### src/rtl/fifo_drain_if.sv
// Valid/ready stream carrying words out of fifo_drain to a downstream consumer.
interface fifo_drain_if #(
    parameter int WIDTH = 16
) ();
    logic [WIDTH-1:0] m_data;
    logic             m_valid;
    logic             m_ready;

    modport master (output m_data, output m_valid, input m_ready);
    modport slave  (input m_data, input m_valid, output m_ready);
endinterface

### src/rtl/fifo_drain.sv
// Read-side controller for the team fifo: pops words and streams them out through a
// 3-entry buffer. Optional delivered-word counter enabled by FIFO_DRAIN_CNT_EN.
module fifo_drain #(
    parameter int WIDTH     = 16,
    parameter int CNT_WIDTH = 16
) (
    input  logic             clk,
    input  logic             rst,
    input  logic             drain_en,
    input  logic             fifo_empty,
    input  logic [WIDTH-1:0] fifo_data_out,
    output logic             fifo_read,
    fifo_drain_if.master     m_if
`ifdef FIFO_DRAIN_CNT_EN
    ,
    output logic [CNT_WIDTH-1:0] drained_cnt
`endif
);

    localparam int DEPTH = 3;

    logic [1:0]       r_occ;
    logic [1:0]       r_head;
    logic [1:0]       r_tail;
    logic             r_inflight;
    logic [WIDTH-1:0] r_buf [DEPTH];

    logic             w_pop;
    logic             w_credit_ok;

    function automatic logic [1:0] next_ptr(input logic [1:0] p);
        return (p == 2'd2) ? 2'd0 : p + 2'd1;
    endfunction

    // A read is only issued if every buffered and in-flight word still has a slot.
    assign w_credit_ok = ({1'b0, r_occ} + {2'b00, r_inflight}) < 3'd3;
    assign fifo_read   = rst & drain_en & ~fifo_empty & w_credit_ok;

    assign m_if.m_valid = (r_occ != 2'd0);
    assign m_if.m_data  = r_buf[r_head];
    assign w_pop        = m_if.m_valid & m_if.m_ready;

    always_ff @(posedge clk or negedge rst) begin
        if (!rst) begin
            r_occ      <= 2'd0;
            r_head     <= 2'd0;
            r_tail     <= 2'd0;
            r_inflight <= 1'b0;
            for (int i = 0; i < DEPTH; i++) begin
                r_buf[i] <= '0;
            end
        end else begin
            r_inflight <= fifo_read;
            if (r_inflight) begin
                r_buf[r_tail] <= fifo_data_out;
                r_tail        <= next_ptr(r_tail);
            end
            if (w_pop) begin
                r_head <= next_ptr(r_head);
            end
            r_occ <= r_occ + {1'b0, r_inflight} - {1'b0, w_pop};
        end
    end

`ifdef FIFO_DRAIN_CNT_EN
    logic [CNT_WIDTH-1:0] r_drained_cnt;

    always_ff @(posedge clk or negedge rst) begin
        if (!rst) begin
            r_drained_cnt <= '0;
        end else if (w_pop) begin
            r_drained_cnt <= r_drained_cnt + {{(CNT_WIDTH-1){1'b0}}, 1'b1};
        end
    end

    assign drained_cnt = r_drained_cnt;
`endif

endmodule

### src/flat_wrapper.sv
// flat-port wrapper written by rule: the top's interface ports become plain ports
module fifo_drain_flat 
#(
    parameter int WIDTH     = 16,
    parameter int CNT_WIDTH = 16
)
  (clk, rst, drain_en, fifo_empty, fifo_data_out, fifo_read, m_if_m_data, m_if_m_valid, m_if_m_ready);
  fifo_drain_if #(.WIDTH(WIDTH)) m_if_i ();
  input  logic clk;
  input  logic rst;
  input  logic drain_en;
  input  logic fifo_empty;
  input  logic [WIDTH-1:0] fifo_data_out;
  output logic fifo_read;
  output wire logic [$bits(m_if_i.m_data)-1:0] m_if_m_data;
  output wire logic [$bits(m_if_i.m_valid)-1:0] m_if_m_valid;
  input wire logic [$bits(m_if_i.m_ready)-1:0] m_if_m_ready;
  assign m_if_m_data = m_if_i.m_data;
  assign m_if_m_valid = m_if_i.m_valid;
  assign m_if_i.m_ready = m_if_m_ready;
  fifo_drain #(.WIDTH(WIDTH), .CNT_WIDTH(CNT_WIDTH)) u_core (.clk(clk), .rst(rst), .drain_en(drain_en), .fifo_empty(fifo_empty), .fifo_data_out(fifo_data_out), .fifo_read(fifo_read), .m_if(m_if_i));
endmodule
### config.mk
export PLATFORM = sky130hd
export DESIGN_NAME = fifo_drain_flat
export DESIGN_NICKNAME = d
export VERILOG_FILES = /design/src/rtl/fifo_drain_if.sv /design/src/rtl/fifo_drain.sv /design/src/flat_wrapper.sv
export SDC_FILE = /design/constraint.sdc
export NUM_CORES = 1
export LEC_CHECK = 0
export ABC_AREA = 1
export CAP_MARGIN = 0
export CORE_MARGIN = 2
export CORE_UTILIZATION = 48
export DETAILED_ROUTE_END_ITERATION = 8
export PLACE_DENSITY = 0.75
export SLEW_MARGIN = 15
export SYNTH_ARGS = -nofsm -noshare
export SYNTH_HDL_FRONTEND = slang
export SYNTH_SLANG_ARGS = --single-unit
### constraint.sdc
create_clock -name clk -period 1.3 [get_ports clk]
set_clock_uncertainty 0.05 [all_clocks]
set_input_delay 0.13 -clock clk [delete_from_list [all_inputs] [get_ports clk]]
set_output_delay 0.13 -clock clk [all_outputs]
set_load 0.005 [all_outputs]
==> Implementation_results.wiki <==
{| class="wikitable"
! Metric !! Value
|-
| Total number of placement rows || 26
|-
| Cell repeated most along the worst path || sky130_fd_sc_hd__buf_6
|-
| Share of final-layout standard cells stronger than drive strength 1 || around two fifths
|-
| Top fanout value on the critical path || 4
|-
| Minimum clock period after layout || 1.64 ns
|-
| Port buffer count || 38
|-
| Synth area leader || sky130_fd_sc_hd__dfrtp_1
|-
| Slowest cell on the critical path || sky130_fd_sc_hd__dfrtp_2
|-
| Starting density of the core || 50.7%
|-
| Cell count after synthesis || 325
|-
| Relative slew slack || 53.7%
|-
| Net count of the mapped netlist || 350
|-
| Violation count after the first detailed-routing iteration || 244
|-
| Routed wirelength normalized by instance count || 16.6 um
|-
| Detailed-placement wirelength estimate || roughly 4700 um
|-
| Number of buffers between clock root and the deepest sink || 2
|-
| Wire length of the first global-routing pass || 12700 um
|-
| Mean post-synth cell area || approximately 8 um^2
|-
| Net total in the final layout || 431
|-
| Utilization after layout || around 74%
|-
| Horizontal die dimension || a little under 80 um
|-
| R2R Setup Slk || -0.28 ns
|-
| Number of nets with antenna violations after routing || 0
|-
| IR Drop Worst-Case VDD || 1740 uV
|-
| Clock root buffer master || sky130_fd_sc_hd__clkbuf_8
|-
| Register bit count reported by yosys || 55
|-
| Netlist area before placement || about 0.0026 mm^2
|-
| Die outline area || 0.00611 mm^2
|-
| Total of warnings raised by yosys || 0
|-
| Run status || complete, but fails checks
|-
| Routability Congestion || 0.779
|-
| Power density relative to cell area || 2580 mW/mm^2
|-
| Portion of the post-synthesis area used by sequential elements || ~52%
|-
| Post-synth top area share || 52.2%
|-
| TritonCTS Sinks || 55
|-
| Area of the placeable core || 0.00520 mm^2
|-
| Cell types occupying the most area after synthesis || sky130_fd_sc_hd__dfrtp_1, sky130_fd_sc_hd__nand2_1, sky130_fd_sc_hd__nand3_1, sky130_fd_sc_hd__nand4_1, sky130_fd_sc_hd__ha_1
|-
| Startpoint of the worst-slack reg-to-reg timing path || u_core.r_occ[0]
|-
| Startpoint Class || flop
|-
| Worst path buffer plus inverter count || 4
|-
| Worst Setup Path Type || reg -> out
|-
| Post-route fraction of the period consumed by the critical path || 126%
|-
| Post-route DRC || 0
|-
| Fmax || 0.609 GHz
|-
| Drt first pass iters || 4
|-
| Wire length reported by the detailed router || 7910 um
|-
| Final Slew Violations || 0
|-
| Number of ports placed on the die boundary || 39
|-
| Launching instance or port of the critical path || u_core.r_head[0]
|-
| Area grow syn2layout || 46.4%
|-
| Maximum Capacitance Violations || 0
|-
| Setup violators final || between 70 and 80
|-
| Via count of the first global-routing pass || ~2700
|-
| Die H || ~80 um
|-
| H-tree lvl count || 2
|-
| Library cells used by synthesis || 18
|-
| Hold Violations, Final || 0
|-
| Largest net degree at the start of global routing || 56
|-
| TritonCTS clock tree || built
|-
| Number of antenna repair diodes || 0
|-
| Tightest Hold Check Type || in -> reg
|-
| Arrival time at the worst endpoint || 1.46 ns
|-
| Origin of the worst min-delay path || fifo_data_out[4]
|-
| Total clock buffers created by CTS || 5
|-
| Clock transition at the registers of the reported paths || roughly 0.1 ns
|-
| Critical path's largest stage delay || 0.48 ns
|-
| Fin worst setup slack || -0.342 ns
|-
| Setup repair after global routing missed its margin || true
|-
| Power, Total || 9.99 mW
|-
| Worst Setup End Kind || primary output
|-
| CP delay by family, top || flip-flops
|-
| Via count || approximately 2600
|-
| Ordered list of cells on the worst path || nor2_4 > buf_6 > buf_6 > buf_6 > nand2_2 > nand3_2 > buf_2
|-
| Violated checks || negative setup slack
|-
| Total congestion overflow || 0
|-
| Drt via density || approximately 5.6
|-
| Required time at the worst-slack endpoint || 1.12 ns
|-
| Leakage power || around 2 nW
|-
| Hold slack || 0.353 ns
|-
| Total global routing track utilization || 26.4%
|-
| Slew of the pin with the lowest slew margin || 0.694 ns
|-
| Antenna violations before repair || 0
|-
| Clock latency on the worst-skew pair || approximately 0.31 ns
|}
==> repair_timing <==
action,CTS,global route
setup endpoints to repair,69,73
hold endpoints to repair,55,0
gates resized for setup,134,43
pin swaps,6,9
buffers inserted,18,2
hold buffers,1,0
==> worst paths after layout <==
| check | endpoint | cells past startpoint |
|---|---|---|
| worst max-delay path | m_if_m_data[12] | 7 |
| min in group asynchronous | u_core.r_inflight | 3 |
| worst max register to register | u_core.r_occ[1] | 11 |
| max in group asynchronous | u_core.r_head[0] | 3 |
| worst min-delay path | u_core.r_buf[20] | 3 |
| worst min register to register | u_core.r_buf[7] | 2 |
==> state kept, by name, summed over array words and instances, names as in the netlist <==
register	cells
u_core.r_buf	48
u_core.r_head	2
u_core.r_occ	2
u_core.r_tail	2
u_core.r_inflight	1
==> cells in the final DEF (no fill, tap or decap) <==
cell type                         synthesis  routed
sky130_fd_sc_hd__buf_8                    0       2
sky130_fd_sc_hd__nor2_1                   3       2
sky130_fd_sc_hd__buf_6                    3      23
sky130_fd_sc_hd__nor2_4                   2       3
sky130_fd_sc_hd__buf_4                    5      30
sky130_fd_sc_hd__clkbuf_8                 0       7
sky130_fd_sc_hd__nand2_4                  0       8
sky130_fd_sc_hd__buf_12                   0       1
sky130_fd_sc_hd__ha_2                     0       1
sky130_fd_sc_hd__inv_2                    1       4
sky130_fd_sc_hd__nand2_2                  2      11
sky130_fd_sc_hd__o21ai_0                  2       2
sky130_fd_sc_hd__nand3_4                  0       1
sky130_fd_sc_hd__clkdlybuf4s50_1          0      19
sky130_fd_sc_hd__dlygate4sd3_1            0       1
sky130_fd_sc_hd__inv_4                    0       3
sky130_fd_sc_hd__nor2_2                   1       1
sky130_fd_sc_hd__inv_8                    0       1
sky130_fd_sc_hd__nand3_1                 68      31
sky130_fd_sc_hd__dfrtp_1                 55      53
sky130_fd_sc_hd__buf_2                    8      17
sky130_fd_sc_hd__nand4_1                 16      16
sky130_fd_sc_hd__nand2_1                140     123
sky130_fd_sc_hd__nand3_2                  2      38
sky130_fd_sc_hd__inv_1                    9       3
sky130_fd_sc_hd__ha_4                     0       3
sky130_fd_sc_hd__clkbuf_1                 3       1
sky130_fd_sc_hd__dfrtp_2                  0       2
==> kinds of logic after synthesis <==
kind of cell	Yosys count	synth area share, %
DFF	55	52.2
buffers and inverters	30	6.21
and+or+nand+nor	234	39.4
AOI/OAI and AO/OA	2	0.379
adders and majority gates	4	1.90
==> cells in the mapped netlist (all sizes together) <==
cell type and number:
nand2 142, nand3 70, buf 16, clkinv 1
o21ai 2, nor2 6, ha 4, clkbuf 3
inv 10, dfrtp 55, nand4 16
==> stage by stage <==
| step | setup WS (ns) | TNS [ns] | std cells | area (um^2) |
|---|---|---|---|---|
| 2_1_floorplan | -0.0524 | -0.0583 | 325 | 2660 |
| 3_5_place_dp | -0.467 | -7.17 | 452 | 3300 |
| 4_1_cts | -0.324 | -7.87 | 477 | 3670 |
| 6_report | -0.342 | -10.64 | 477 | 3860 |
| 3_3_place_gp | -0.419 | -5.34 | 452 | 3300 |
| 5_1_grt | -0.434 | -15.28 | 477 | 3860 |
==> per-layer routing <==
layer | wire length (um) | vias to the layer above | track usage (%)
li1 | - | 1221 | -
met5 | 0 | - | 0
met1 | 3090 | 1286 | 34.7
met2 | 4110 | 118 | 43.4
met3 | 539 | 23 | 4.71
met4 | 170 | 0 | 10.9
==> layout make-up <==
type	instances	area [um^2]
multi-input combinational	240	1420
sequential	55	1380
fill	369	1340
timing repair buffer	93	820
clock buffer	8	100
tap	70	87.6
inverter	11	56.3
==> where the power goes <==
group	switching (mW)	leakage [nW]	internal (mW)
sequential	0.738	0.645	2.57
clock	0.555	0.0515	0.488
combinational	2.87	1.27	2.76
==> worst min-delay path, delay by kind of cell <==
family,cells,cell delay (ns)
buffers and inverters,1,0.44
and+or+nand+nor,2,0.12
Note: power is estimated with default switching activity, not from simulation.
